### src/rtl/wbus_writeback.sv
// W-bus consumer: stages a W-bus value, commits it into the register file and
// raises a PC-load request towards fetch when R7 is written.
module wbus_writeback #(
  parameter int BITS     = 16,
  parameter int REG_ADDR = 3
) (
  input  logic                clk,
  input  logic                rst,
  // Handshake: a write transfers on a rising edge where wb_valid && wb_ready;
  // the source holds wb_valid and its data until then, wb_valid alone is ignored.
  input  logic                wb_valid,
  output logic                wb_ready,
  input  logic [BITS-1:0]     wBusIn,
  input  logic [REG_ADDR-1:0] wb_dest,
  input  logic                wb_we,
  input  logic [REG_ADDR-1:0] rd_addr_a,
  input  logic [REG_ADDR-1:0] rd_addr_b,
  output logic [BITS-1:0]     rd_data_a,
  output logic [BITS-1:0]     rd_data_b,
  output logic                pc_load,
  output logic [BITS-1:0]     pc_value,
  input  logic                pc_ack,
  output logic [BITS-1:0]     wb_count,
  output logic [1:0]          dbg_state_o
);

  localparam int NREGS = 2 ** REG_ADDR;
  localparam logic [REG_ADDR-1:0] PC_IDX = {REG_ADDR{1'b1}};

  typedef enum logic [1:0] {
    IDLE    = 2'd0,
    COMMIT  = 2'd1,
    PC_WAIT = 2'd2
  } state_t;

  state_t              state_q;
  logic [BITS-1:0]     regs_q [NREGS];
  logic [BITS-1:0]     stage_data_q;
  logic [REG_ADDR-1:0] stage_dest_q;
  logic                stage_we_q;
  logic                pc_load_q;
  logic [BITS-1:0]     pc_value_q;
  logic [BITS-1:0]     count_q;
  logic [BITS-1:0]     count_d;
  logic                commit_wr_d;

  // R0 is hardwired to zero, so a write aimed at it is neither stored nor counted.
  assign commit_wr_d = stage_we_q && (stage_dest_q != '0);
  assign count_d     = count_q + {{(BITS-1){1'b0}}, 1'b1};

  always_ff @(posedge clk or posedge rst) begin
    if (rst) begin
      state_q      <= IDLE;
      stage_data_q <= '0;
      stage_dest_q <= '0;
      stage_we_q   <= 1'b0;
      pc_load_q    <= 1'b0;
      pc_value_q   <= '0;
      count_q      <= '0;
      for (int i = 0; i < NREGS; i++) regs_q[i] <= '0;
    end else begin
      case (state_q)
        IDLE: begin
          if (wb_valid) begin
            stage_data_q <= wBusIn;
            stage_dest_q <= wb_dest;
            stage_we_q   <= wb_we;
            state_q      <= COMMIT;
          end
        end
        COMMIT: begin
          state_q <= IDLE;
          if (commit_wr_d) begin
            regs_q[stage_dest_q] <= stage_data_q;
            count_q              <= count_d;
            if (stage_dest_q == PC_IDX) begin
              pc_value_q <= stage_data_q;
              pc_load_q  <= 1'b1;
              state_q    <= PC_WAIT;
            end
          end
        end
        PC_WAIT: begin
          if (pc_ack) begin
            pc_load_q <= 1'b0;
            state_q   <= IDLE;
          end
        end
        default: state_q <= IDLE;
      endcase
    end
  end

  // The staged value is forwarded during COMMIT so readers never see a stale register.
  always_comb begin
    rd_data_a = regs_q[rd_addr_a];
    if (rd_addr_a == '0) rd_data_a = '0;
    else if (state_q == COMMIT && stage_we_q && stage_dest_q == rd_addr_a) rd_data_a = stage_data_q;
  end

  always_comb begin
    rd_data_b = regs_q[rd_addr_b];
    if (rd_addr_b == '0) rd_data_b = '0;
    else if (state_q == COMMIT && stage_we_q && stage_dest_q == rd_addr_b) rd_data_b = stage_data_q;
  end

  assign wb_ready    = (state_q == IDLE);
  assign pc_load     = pc_load_q;
  assign pc_value    = pc_value_q;
  assign wb_count    = count_q;
  assign dbg_state_o = state_q;

endmodule

### config.mk
export PLATFORM = sky130hd
export DESIGN_NAME = wbus_writeback
export DESIGN_NICKNAME = d
export VERILOG_FILES = /design/src/rtl/wbus_writeback.sv
export SDC_FILE = /design/constraint.sdc
export NUM_CORES = 1
export LEC_CHECK = 0
export CAP_MARGIN = 40
export CORE_MARGIN = 2
export CORE_UTILIZATION = 57
export CTS_CLUSTER_DIAMETER = 150
export DETAILED_ROUTE_END_ITERATION = 7
export GPL_ROUTABILITY_DRIVEN = 0
export PLACE_DENSITY_LB_ADDON = 0.05
export SYNTH_ARGS = -nofsm -noshare
export SYNTH_HDL_FRONTEND = slang
export SYNTH_SLANG_ARGS = --single-unit
### constraint.sdc
create_clock -name clk -period 7.6 [get_ports clk]
set_clock_uncertainty 0.05 [all_clocks]
set_input_delay 0.76 -clock clk [delete_from_list [all_inputs] [get_ports clk]]
set_output_delay 0.76 -clock clk [all_outputs]
set_load 0.02 [all_outputs]
-- Word-level counts from Yosys, hierarchy flattened
Cells that the tools add are included.
- register bits after elaboration: 183
- logic and storage cells: 69
- output and inout port bits: 68
- add/sub/neg operators: 1
- order comparisons: 4
- bitwise operators: 3
- equality and inequality tests: 9
- muxes and demuxes: 22
- reduce and logical (&&, ||, !) cells: 15
- operator list (cell ; number):
    two-way mux 16 bit ; 9
    bitwise mux 128 bit ; 1
    binary-select mux 16 bit (select 3 bit) ; 2
    demux 16 bit (select 3 bit) ; 1
    adder 16 x 1 -> 16 bit, second input constant ; 1
    >= comparator 4 bit, second input constant ; 3
    inverter 3 -> 4 bit ; 3
    two-way mux 2 bit ; 4
    inequality test 2 bit, second input constant ; 4
    equality test 3 bit ; 2
    logical NOT 3 bit ; 2
    one-hot mux 2 bit (3 select lines) ; 1
    AND reduction 2 bit ; 3
    logical AND 1 bit ; 5
    less-than comparator 4 x 1 -> 1 bit, second input constant ; 1
    AND reduction 4 bit ; 1
    equality test 3 bit, second input constant ; 1
    two-way mux 1 bit ; 3
    AND reduction 3 bit ; 1
    nonzero test 3 bit ; 1
    equality test 2 x 1 -> 1 bit, second input constant ; 1
    equality test 2 bit, second input constant ; 1
    logical NOT 2 bit ; 1
    one-hot mux 1 bit (2 select lines) ; 1
    nonzero test 2 bit ; 1

-- Depth between registers and ports, before layout
Gate-level depths: netlist of run 1.
- depth in word-level cells: 6
- mapped depth: 7
- mapped depth without buffers: 5

-- Worst setup path before layout of run 1
No wires, ideal clock.
- kind: input to output
- start: input rd_addr_a[1]
- end: output rd_data_a[10]
- arrival: 2.194 ns
- path slack: 4.596 ns
- stages on the path: 7
- path buffers: 3
- data required time: 6.790 ns
- cell sequence: buf_4 -> or2_2 -> buf_2 -> buf_2 -> o22ai_1 -> a211oi_1 -> nor3_1
- longest elaborated chain between the ends: 6
- RTL lines (element ; line ; RTL):
    from (decl) ; 16 ; input logic [REG_ADDR-1:0] rd_addr_a,
    inverter 3 -> 4 bit (not written as such) ; 96 ; rd_data_a = regs_q[rd_addr_a];
    binary-select mux 16 bit (select 3 bit) ; 96 ;
    two-way mux 16 bit (not written as such) (2 in a row) ; 96 ;
    two-way mux 16 bit ; 98 ; else if (state_q == COMMIT && stage_we_q && stage_dest_q == rd_addr_a) rd_data_a = stage_data_q;
    two-way mux 16 bit (*) ; 97 ; if (rd_addr_a == '0) rd_data_a = '0;
    to (decl) ; 18 ; output logic [BITS-1:0] rd_data_a,
Mark *: on every way between the ends. The rest lies on a longest branch, timed or not. The select of a mux whose other input is x is not followed.

-- Worst setup path after layout of run 1
- start: input rd_addr_b[0]
- end: output rd_data_b[8]
- longest elaborated chain between the ends: 6
- RTL lines (element ; line ; RTL):
    from (decl) ; 17 ; input logic [REG_ADDR-1:0] rd_addr_b,
    inverter 3 -> 4 bit (not written as such) ; 102 ; rd_data_b = regs_q[rd_addr_b];
    binary-select mux 16 bit (select 3 bit) ; 102 ;
    two-way mux 16 bit (not written as such) (2 in a row) ; 102 ;
    two-way mux 16 bit ; 104 ; else if (state_q == COMMIT && stage_we_q && stage_dest_q == rd_addr_b) rd_data_b = stage_data_q;
    two-way mux 16 bit (*) ; 103 ; if (rd_addr_b == '0) rd_data_b = '0;
    to (decl) ; 19 ; output logic [BITS-1:0] rd_data_b,
Marked as above.

==> results of run 1 <==
## cell usage after synthesis
cell type and n:
and3_1 2, nor4_1 2, nor3_2 1, buf_4 6, nand3b_2 3, nand4_1 7
buf_2 31, nor3b_2 2, and3b_1 1, mux2i_1 62, or3_1 1, mux4_2 34
buf_6 6, nand2b_1 3, nor3_1 33, ha_1 1, and4_1 2, nand3_1 3
a21oi_1 2, nand4b_1 1, xnor2_1 16, and2_1 1, o21ai_0 1, clkbuf_1 35
xor2_1 5, nand2_1 88, inv_1 3, o22ai_1 32, or2_2 3, a211oi_1 30
o22a_1 1, mux2_2 117, nor2_1 39, nand4b_4 1, dfrtp_1 183, buf_1 6
## area by class of cell
type | instances | area share [%]
clock buffers | 18 | 3.965
well taps | 216 | 2.497
multi-input cells | 494 | 39.35
inverters | 3 | 0.1503
flip-flops and latches | 183 | 42.31
clock inverters | 12 | 1.133
repair buffers | 111 | 10.59
## per-stage QoR
stage | instance area [um2] | worst slack [ps] | hold slack (ps)
2_1_floorplan | 9265 | 1818 | 391.3
3_3_place_gp | 10160 | 3101 | 328.6
3_5_place_dp | 10270 | 2998 | 337.6
4_1_cts | 10820 | 2983 | 352.4
5_1_grt | 10820 | 2844 | 368.0
6_report | 10820 | 2881 | 352.1
## worst min-delay path by stage
stage | start | endpoint | slack, ps | cells after the start
2_1_floorplan | regs_q[126] | regs_q[126] | 390 | 1
5_1_grt | regs_q[123] | regs_q[123] | 370 | 0
3_5_place_dp | regs_q[120] | regs_q[120] | 340 | 0
4_1_cts | regs_q[120] | regs_q[120] | 350 | 0
6_report | regs_q[126] | regs_q[126] | 350 | 0
3_3_place_gp | regs_q[126] | regs_q[126] | 330 | 0
## cells by family after synthesis
logic type,count (synthesis),synth area share (%)
mux,213,29.18
simple gates,193,9.750
flops,183,49.43
buf+inv,87,4.672
compound gates,66,4.848
xor+xnor,21,1.985
fa+ha+maj,1,0.1350
## flip-flops by register name, summed over array words and instances, names as in the netlist
register and cells:
regs_q 128, pc_value 16, stage_data_q 16, wb_count 16
stage_dest_q 3, dbg_state_o 2, pc_load 1, stage_we_q 1
## power breakdown
part           total, mW  internal (mW)  switching (mW)  leakage, nW
sequential          1.65           1.32           0.329         2.35
combinational       1.29          0.718           0.576         2.19
clock              0.844          0.455           0.389        0.270
## routing by layer
layer	vias to the layer above	track usage, %	share of wire [%]	wire (um)
met1	3262	39.37	45	10420
li1	2837	-	-	-
met3	32	5.556	5.6	1278
met4	0	7.548	1.6	376
met2	227	42.99	48	10940
met5	-	0	0	0
==> results.toml, run 1 <==
[die]
die_w_um = 131.5
io_pins = 98
row_count = 46
initial_core_util_pct = 58.33
die_y_um = 131.5
dieArea_um2 = 17290
core-area_um2 = 15890

[sta]
rsz0062_at_grt = "false"
hold_violations = 0
max_freq_mhz = 211.9
slew-limit-headroom_pct = 42.59
tightest_slew_ps = 861.1
min_period_over_period_pct = 62.09
min_period_ps = 4719
fin_setup_tns_ps = 0
setup-violations-final = 0
final-max-slew-violation-count = 0

[power_and_ir_drop]
vdd_drop_max_mv = 0.2097
power_mw = 3.792
cellLeakagePower_nw = 4.810
powerDensity_nw_per_um2 = 350.3

[detailed_routing]
remaining_drc_errors = 0
vias = 6358
vias_per_cell = 6.131
wl_per_cell_um = 22.19
drt_iter0_drc = 615
drt-total-wl_um = 23010
first_pass_iters = 5
ant_nets = 0

[critical_path]
path_buf_inv = 2
worstSetupStartpointType = "primary input"
cp_max_fo = 19
end_kind = "output pin"
rrSetupSlack_ps = 5380
crit_family = "buffers and inverters"
crit_path_end = "rd_data_b[8]"
crit_arrival_ps = 3910
crit_type = "primary input to output pin"
reg2reg_depth = 4
r2r_end = "regs_q[86]"
cp-startpoint = "rd_addr_b[0]"
r2r-start = "dbg_state_o[1]"
worst-path-stages = 6
cp_slowest_cell = "clkdlybuf4s50_1"
path_cells = "clkdlybuf4s50_1 -> nand2b_1 -> o22ai_1 -> a211oi_1 -> nor3_1 -> clkdlybuf4s50_1"
slowest_delay_ps = 800
cp_common_cell = "clkdlybuf4s50_1"
cp.required_ps = 6790

[synth]
synth_top_area_share_pct = 49.43
yosys_warnings = 0
synth_area_um2 = 9265
synth.ff_latch_count = 183
ys_seq_area_share_pct = 49.43
yosys.cell_types.count = 36
synth_fp_nets = 795
synth_area_leaders = "dfrtp_1 49%, mux2_2 14%, mux4_2 8.3%, mux2i_1 6.7%, nand2_1 3.6%"
yosysTopAreaCell = "dfrtp_1"
synth_area_per_cell_um2 = 12.13
syn_inst = 764

[clock_tree]
worstSkewPairLatency_ps = 430
clk_path_buf_depth = 2
clock-sinks = 183
numCtsBuffers = 17
clk_pin_slew_ps = 60
cts_root_buf = "clkbuf_16"
cts_tree = "done"
cts_max_level = 4
post-cts-setup-buffers = 0
ctsHoldBuffers = 0
cts_resized = 0

[place]
port_buffers = 97
placed_cells = 1007
dp_hpwl_um = 15500

[cells_and_area]
final_cells = 1037
multi_input_area_um2 = 4259
final_common_cell = "dfrtp_1"
n_fill_cell = 1182
layout_common_cells = "183 x dfrtp_1, 117 x mux2_2, 95 x clkdlybuf4s50_1"
syn2layout_area_growth_pct = 16.81
fin_util_pct = 68.13
antennaDiodeCount = 0
nets = 841
drive_above_1_share_pct = 25.21
regArea_um2 = 4579

[global_route]
grt_overflow = 0
antenna_found_initial = 0
grt_max_degree = 98
grt_pass1_wl_um = 36920
grtUsageTotal_pct = 27.44
first_global_vias = 6627

[job]
cap_violations = 0

[outcome]
status = "finished, final reports clean"

[hold_path]
hold_class = "flop to flop"
No activity file was read; power rests on OpenSTA's default activity.
==> run 2: changes to the inputs <==
- clock period: 7.6 -> 4.44 ns (I/O delays scaled with it)
==> run 2 against run 1 <==
Net effect: wire length rose by 1.2%; clock-buffer cell count rose by 1; via count rose by 2.2%; register-to-register slack got worse by 3100 ps; non-clock buffer count rose by 5; global-route usage rose by 0.38 points; cell count rose by 0.68%; combinational power rose by 71%; hold slack got worse by 4.6 ps; core utilization fell by 0.055 points; critical endpoint is now rd_data_a[15].
==> results.toml, run 2 (synthesized netlist as in run 1, its figures left out) <==
[outcome]
status = "finished, final reports clean"

[sta]
hold_violations = 0
slew-limit-headroom_pct = 43.38
min_period_ps = 3808
setup-violations-final = 0
max_freq_mhz = 262.6
fin_setup_tns_ps = 0
final-max-slew-violation-count = 0
setup_ws_ps = 632.0
rsz0062_at_grt = "false"
hold_ws_ps = 347.5
tightest_slew_ps = 846.2
min_period_over_period_pct = 85.77

[clock_tree]
cts_resized = 0
clk_path_buf_depth = 2
ctsHoldBuffers = 0
cts_tree = "done"
cts_max_level = 4
cts_root_buf = "clkbuf_16"
worstSkewPairLatency_ps = 430
post-cts-setup-buffers = 0
clock-sinks = 183
numCtsBuffers = 17
clk_pin_slew_ps = 60

[die]
row_count = 46
die_y_um = 131.5
io_pins = 98
die_w_um = 131.5
core-area_um2 = 15890
initial_core_util_pct = 58.33
dieArea_um2 = 17290

[power_and_ir_drop]
power_mw = 6.480
cellLeakagePower_nw = 4.804
vdd_drop_max_mv = 0.3699
powerDensity_nw_per_um2 = 599.3

[critical_path]
end_kind = "output pin"
rrSetupSlack_ps = 2260
r2r_end = "regs_q[51]"
worstSetupStartpointType = "primary input"
reg2reg_depth = 4
cp_max_fo = 17
crit_path_end = "rd_data_a[15]"
crit_type = "primary input to output pin"
cp.required_ps = 3950
r2r-start = "dbg_state_o[1]"
crit_arrival_ps = 3310
cp-startpoint = "rd_addr_a[1]"

[hold_path]
worstHoldStart = "regs_q[126]"
hold_class = "flop to flop"

[cells_and_area]
regMostFlops = "regs_q"
antennaDiodeCount = 0
largest_reg_flops = 128
final_cells = 1044
regArea_um2 = 4579
multi_input_area_um2 = 4259
layout_common_cells = "183 x dfrtp_1, 117 x mux2_2, 95 x clkdlybuf4s50_1"
drive_above_1_share_pct = 25.85
n_fill_cell = 1186
nets = 846
final_common_cell = "dfrtp_1"
syn2layout_area_growth_pct = 16.72
fin_area_um2 = 10810
fin_util_pct = 68.08

[global_route]
antenna_found_initial = 0
first_global_vias = 6546
grt_max_degree = 131
grt_overflow = 0
grt_pass1_wl_um = 37430
grtUsageTotal_pct = 27.82

[place]
dp_hpwl_um = 15670
port_buffers = 97
post-place-ws_ps = 694.6
dpl_cell_area_um2 = 10260
placed_cells = 1012

[detailed_routing]
drt-total-wl_um = 23290
wl_per_cell_um = 22.31
ant_nets = 0
first_pass_iters = 5
remaining_drc_errors = 0
vias = 6499
drt_iter0_drc = 606
vias_per_cell = 6.225

[job]
cap_violations = 0
run 2: changes by cell type in the layout (fill, tap and decap cells not counted):
cell        before  now
clkinv_4         4    1
clkinvlp_4       1    4
buf_8            0    2
buf_4           10   15
buf_16           4    0
clkbuf_8         0    1
buf_12           0    1
buf_6            0    1
inv_6            3    5
clkinv_8         0    1
inv_8            2    1
bufinv_16        1    0
run 2: how the worst min path moves through the flow:
| stage | endpoint | depth (start not counted) |
|---|---|---|
| 2_1_floorplan | regs_q[126] | 1 |
| 3_3_place_gp | regs_q[126] | 0 |
| 3_5_place_dp | regs_q[126] | 0 |
| 4_1_cts | regs_q[126] | 0 |
| 5_1_grt | regs_q[123] | 0 |
| 6_report | regs_q[126] | 0 |
run 2: worst max-delay path, stage by stage:
cell	delay, ps
clkdlybuf4s50_1	620
or2_2	570
nor2_1	710
buf_4	290
nor3_1	80
clkdlybuf4s50_1	580
run 2: area by class of cell:
cell class,count,share of cell area (%)
flip-flops and latches,183,42.35
repair buffers,116,10.49
multi-input cells,494,39.38
inverters,3,0.1388
clock inverters,13,1.041
well taps,216,2.499
clock buffers,19,4.096
run 2: layer usage:
layer | vias up | part of all wire [%] | track usage [%]
met5 | - | 0 | 0
met2 | 242 | 46 | 42.32
met3 | 35 | 5.3 | 5.324
met1 | 3367 | 47 | 41.27
met4 | 0 | 1.7 | 7.609
li1 | 2855 | - | -
run 2: where the power goes:
| group | switching [mW] | internal [mW] |
|---|---|---|
| Combinational | 0.982 | 1.22 |
| Clock | 0.688 | 0.747 |
| Sequential | 0.571 | 2.27 |
==> run 3: changes to the inputs <==
- CTS_CLUSTER_DIAMETER: 150 -> 120
==> results of run 3 <==
No change in the layout: final DEF, timing and power equal those of run 2.
==> patch (settings of run 3) <==
Set the parameter `BITS` to 24 (it was 16).
--- a/src/rtl/wbus_writeback.sv
+++ b/src/rtl/wbus_writeback.sv
@@ -2,5 +2,5 @@
 // raises a PC-load request towards fetch when R7 is written.
 module wbus_writeback #(
-  parameter int BITS     = 16,
+  parameter int BITS     = 24,
   parameter int REG_ADDR = 3
 ) (
Interface: changed (5 resized); port bits go from 98 to 138. The function was not compared with the original's and may differ.
==> patch against run 3 <==
- synthesized area increased by 49%
- sequential power increased by 45%
- clock power increased by 84%
- sequential cell count increased by 88
- cell area increased by 51%
- count of clock-buffer cells in the layout increased by 20
- worst setup slack improved by 0.22 ns
- power increased by 55%
- first-iteration DRC count decreased by 5.8%
- routed wire length increased by 40%
- non-clock buffer count increased by 53
- critical path type is now flip-flop to output port
- largest power group unchanged
==> patch: results (changes against run 3) <==
- The maximum number of pins on one net before global-route repair is 143 (+9.2%).
- The clock transition at the registers of the reported paths came to 0.06 ns (about the same).
- The number of post-CTS setup repair buffers is 0 (unchanged).
- The sequential fraction of the synthesis area was 0.490 (-0.00429).
- The fraction of registers with async set or reset after synthesis was 1.00 (unchanged).
- The number of antenna violations at the first check in global routing came to 0 (unchanged).
- The minimum hold slack is 0.211 ns (-0.136 ns).
- The commonest cells after synthesis are 271 x sky130_fd_sc_hd__dfrtp_1, 147 x sky130_fd_sc_hd__mux2_2, 126 x sky130_fd_sc_hd__nand2_1, 96 x sky130_fd_sc_hd__mux4_2, 60 x sky130_fd_sc_hd__clkbuf_1.
- The global-route wire length before repair is 52200 µm (+39%).
- Yosys attributes the largest share of cell area to sky130_fd_sc_hd__dfrtp_1 49%, sky130_fd_sc_hd__mux4_2 16%, sky130_fd_sc_hd__mux2_2 12%.
- The number of library cell types mapped by synthesis is 41 (+14%).
- The slew at the pin with the worst max-slew slack is 0.916 ns (+0.0694 ns).
- The maximum VDD drop was 388 µV (+4.8%).
- The number of I/O port buffers came to 137 (+41%).
- The via count of the first global-routing pass is 9074 (+39%).
- The insertion delay to the later sink of the worst-skew pair came to 0.56 ns (+0.13 ns).
- The number of nets in the layout is 1139 (+35%).
- The final wirelength is 32700 µm (+40%).
- The register with the most flip-flops in the final layout is regs_q.
- The worst reg2reg path depth is 4 (unchanged).
- The flow ran to the end, and the final reports show no timing, DRC or antenna violations.
- The length of the first detailed-routing pass in iterations is 4 (-1).
- The synthesized netlist net count came to 1060 (+33%).
- The data arrival time at the worst-slack endpoint is 3.09 ns (-0.22 ns).
- The count of cells resized by post-cts repair is 0 (unchanged).
- The synthesis warning total was 0 (unchanged).
- The design internal power came to 6940 µW (+64%).
- The path class of the tightest hold or removal check is input port to async pin.
- The number of flip-flops under the largest register name is 192 (+50%).
- The worst-case clock buffer depth is 3 (+1).
- The period utilization is 0.808 (-0.0497).
- The clock buffer count from CTS was 29 (+12).
- The depth of the CTS H-tree came to 1 (-3).
- The worst slack after detailed placement is 1.20 ns (+0.504 ns).
- The cell at the root of the clock tree is sky130_fd_sc_hd__clkbuf_16.
- The post-detailed-route via-to-cell ratio is 6.04 (-3.0%).
- The endpoint of the most critical register-to-register path is regs_q[99].
- The HPWL reported at the end of detailed placement is 20900 µm (+33%).
- The global router's overall resource usage is 0.263 (-0.0153).
- The number of antenna diodes is 0 (unchanged).
- The reported leakage power is 0.00734 µW (+53%).
- In this run the critical register-to-register path is launched from stage_dest_q[0].
- The number of design-rule violations left by the first detailed-router iteration is 571 (-5.8%).
- The fill cell instance count of the final layout is 1789 (+51%).
- The worst reg-to-reg setup slack is 1.76 ns (-0.50 ns).
- The fraction of layout cells with a size suffix above 1 came to 0.331 (+0.0728).
- The maximum fanout count along the critical path came to 28 (+11).
patch: how the worst max path moves through the flow:
| stage | endpoint | cells after the start | from | slack, ns |
|---|---|---|---|---|
| 2_1_floorplan | dbg_state_o[0] | 1 | rst | 0.36 |
| 3_5_place_dp | rd_data_a[11] | 7 | rd_addr_a[2] | 1.20 |
| 4_1_cts | rd_data_a[11] | 6 | stage_dest_q[0] | 0.86 |
| 5_1_grt | rd_data_a[11] | 6 | stage_dest_q[0] | 0.72 |
| 6_report | rd_data_a[10] | 6 | stage_dest_q[0] | 0.85 |
| 3_3_place_gp | rd_data_a[22] | 5 | rd_addr_a[2] | 1.20 |
patch: worst max-delay path, stage by stage (launching register included):
cell and delay, ns:
sky130_fd_sc_hd__dfrtp_1 0.68, sky130_fd_sc_hd__xnor2_1 0.16, sky130_fd_sc_hd__nand4_1 0.16, sky130_fd_sc_hd__buf_4 0.35, sky130_fd_sc_hd__nor2_1 0.07, sky130_fd_sc_hd__a211oi_1 0.41, sky130_fd_sc_hd__clkdlybuf4s50_1 0.70
patch: cell type report:
type	count	share of cell area
clock buffers	39	0.0498
clock inverters	15	0.0145
inverters	1	0.000460
multi-input cells	628	0.395
flip-flops and latches	271	0.415
well taps	324	0.0248
repair buffers	169	0.0997
patch: power by group through the flow:
stage	combinational (µW)	clock (µW)	sequential [µW]
after floorplan	2240	0	3970
after global placement	3210	0	4100
after detailed placement	3280	0	4140
after CTS	3290	2680	4110
after global routing	3500	2790	4240
final	3260	2650	4120
patch: through the flow:
stage	cells	instance area [µm²]	total power (µW)	utilization
after floorplan	1021	13800	6220	-
after detailed placement	1393	15300	7410	0.634
after global routing	1447	16300	10500	0.677
after global placement	1390	15200	7310	0.632
after CTS	1447	16300	10100	0.677
final	1447	16300	10000	0.677
patch: layer usage:
layer	track usage	wire length, µm
met4	0.0659	759
met3	0.0371	1510
met5	0	0
met1	0.386	14700
met2	0.421	15700
patch: cells by family after synthesis:
kind of cell | after synthesis | share of synthesized area
AOI/OAI and AO/OA | 52 | 0.0278
and+or+nand+nor | 229 | 0.0790
muxes | 317 | 0.338
buffers and inverters | 122 | 0.0457
xor gates and xnor gates | 29 | 0.0184
DFF | 271 | 0.490
adders and majority gates | 1 | 0.000904
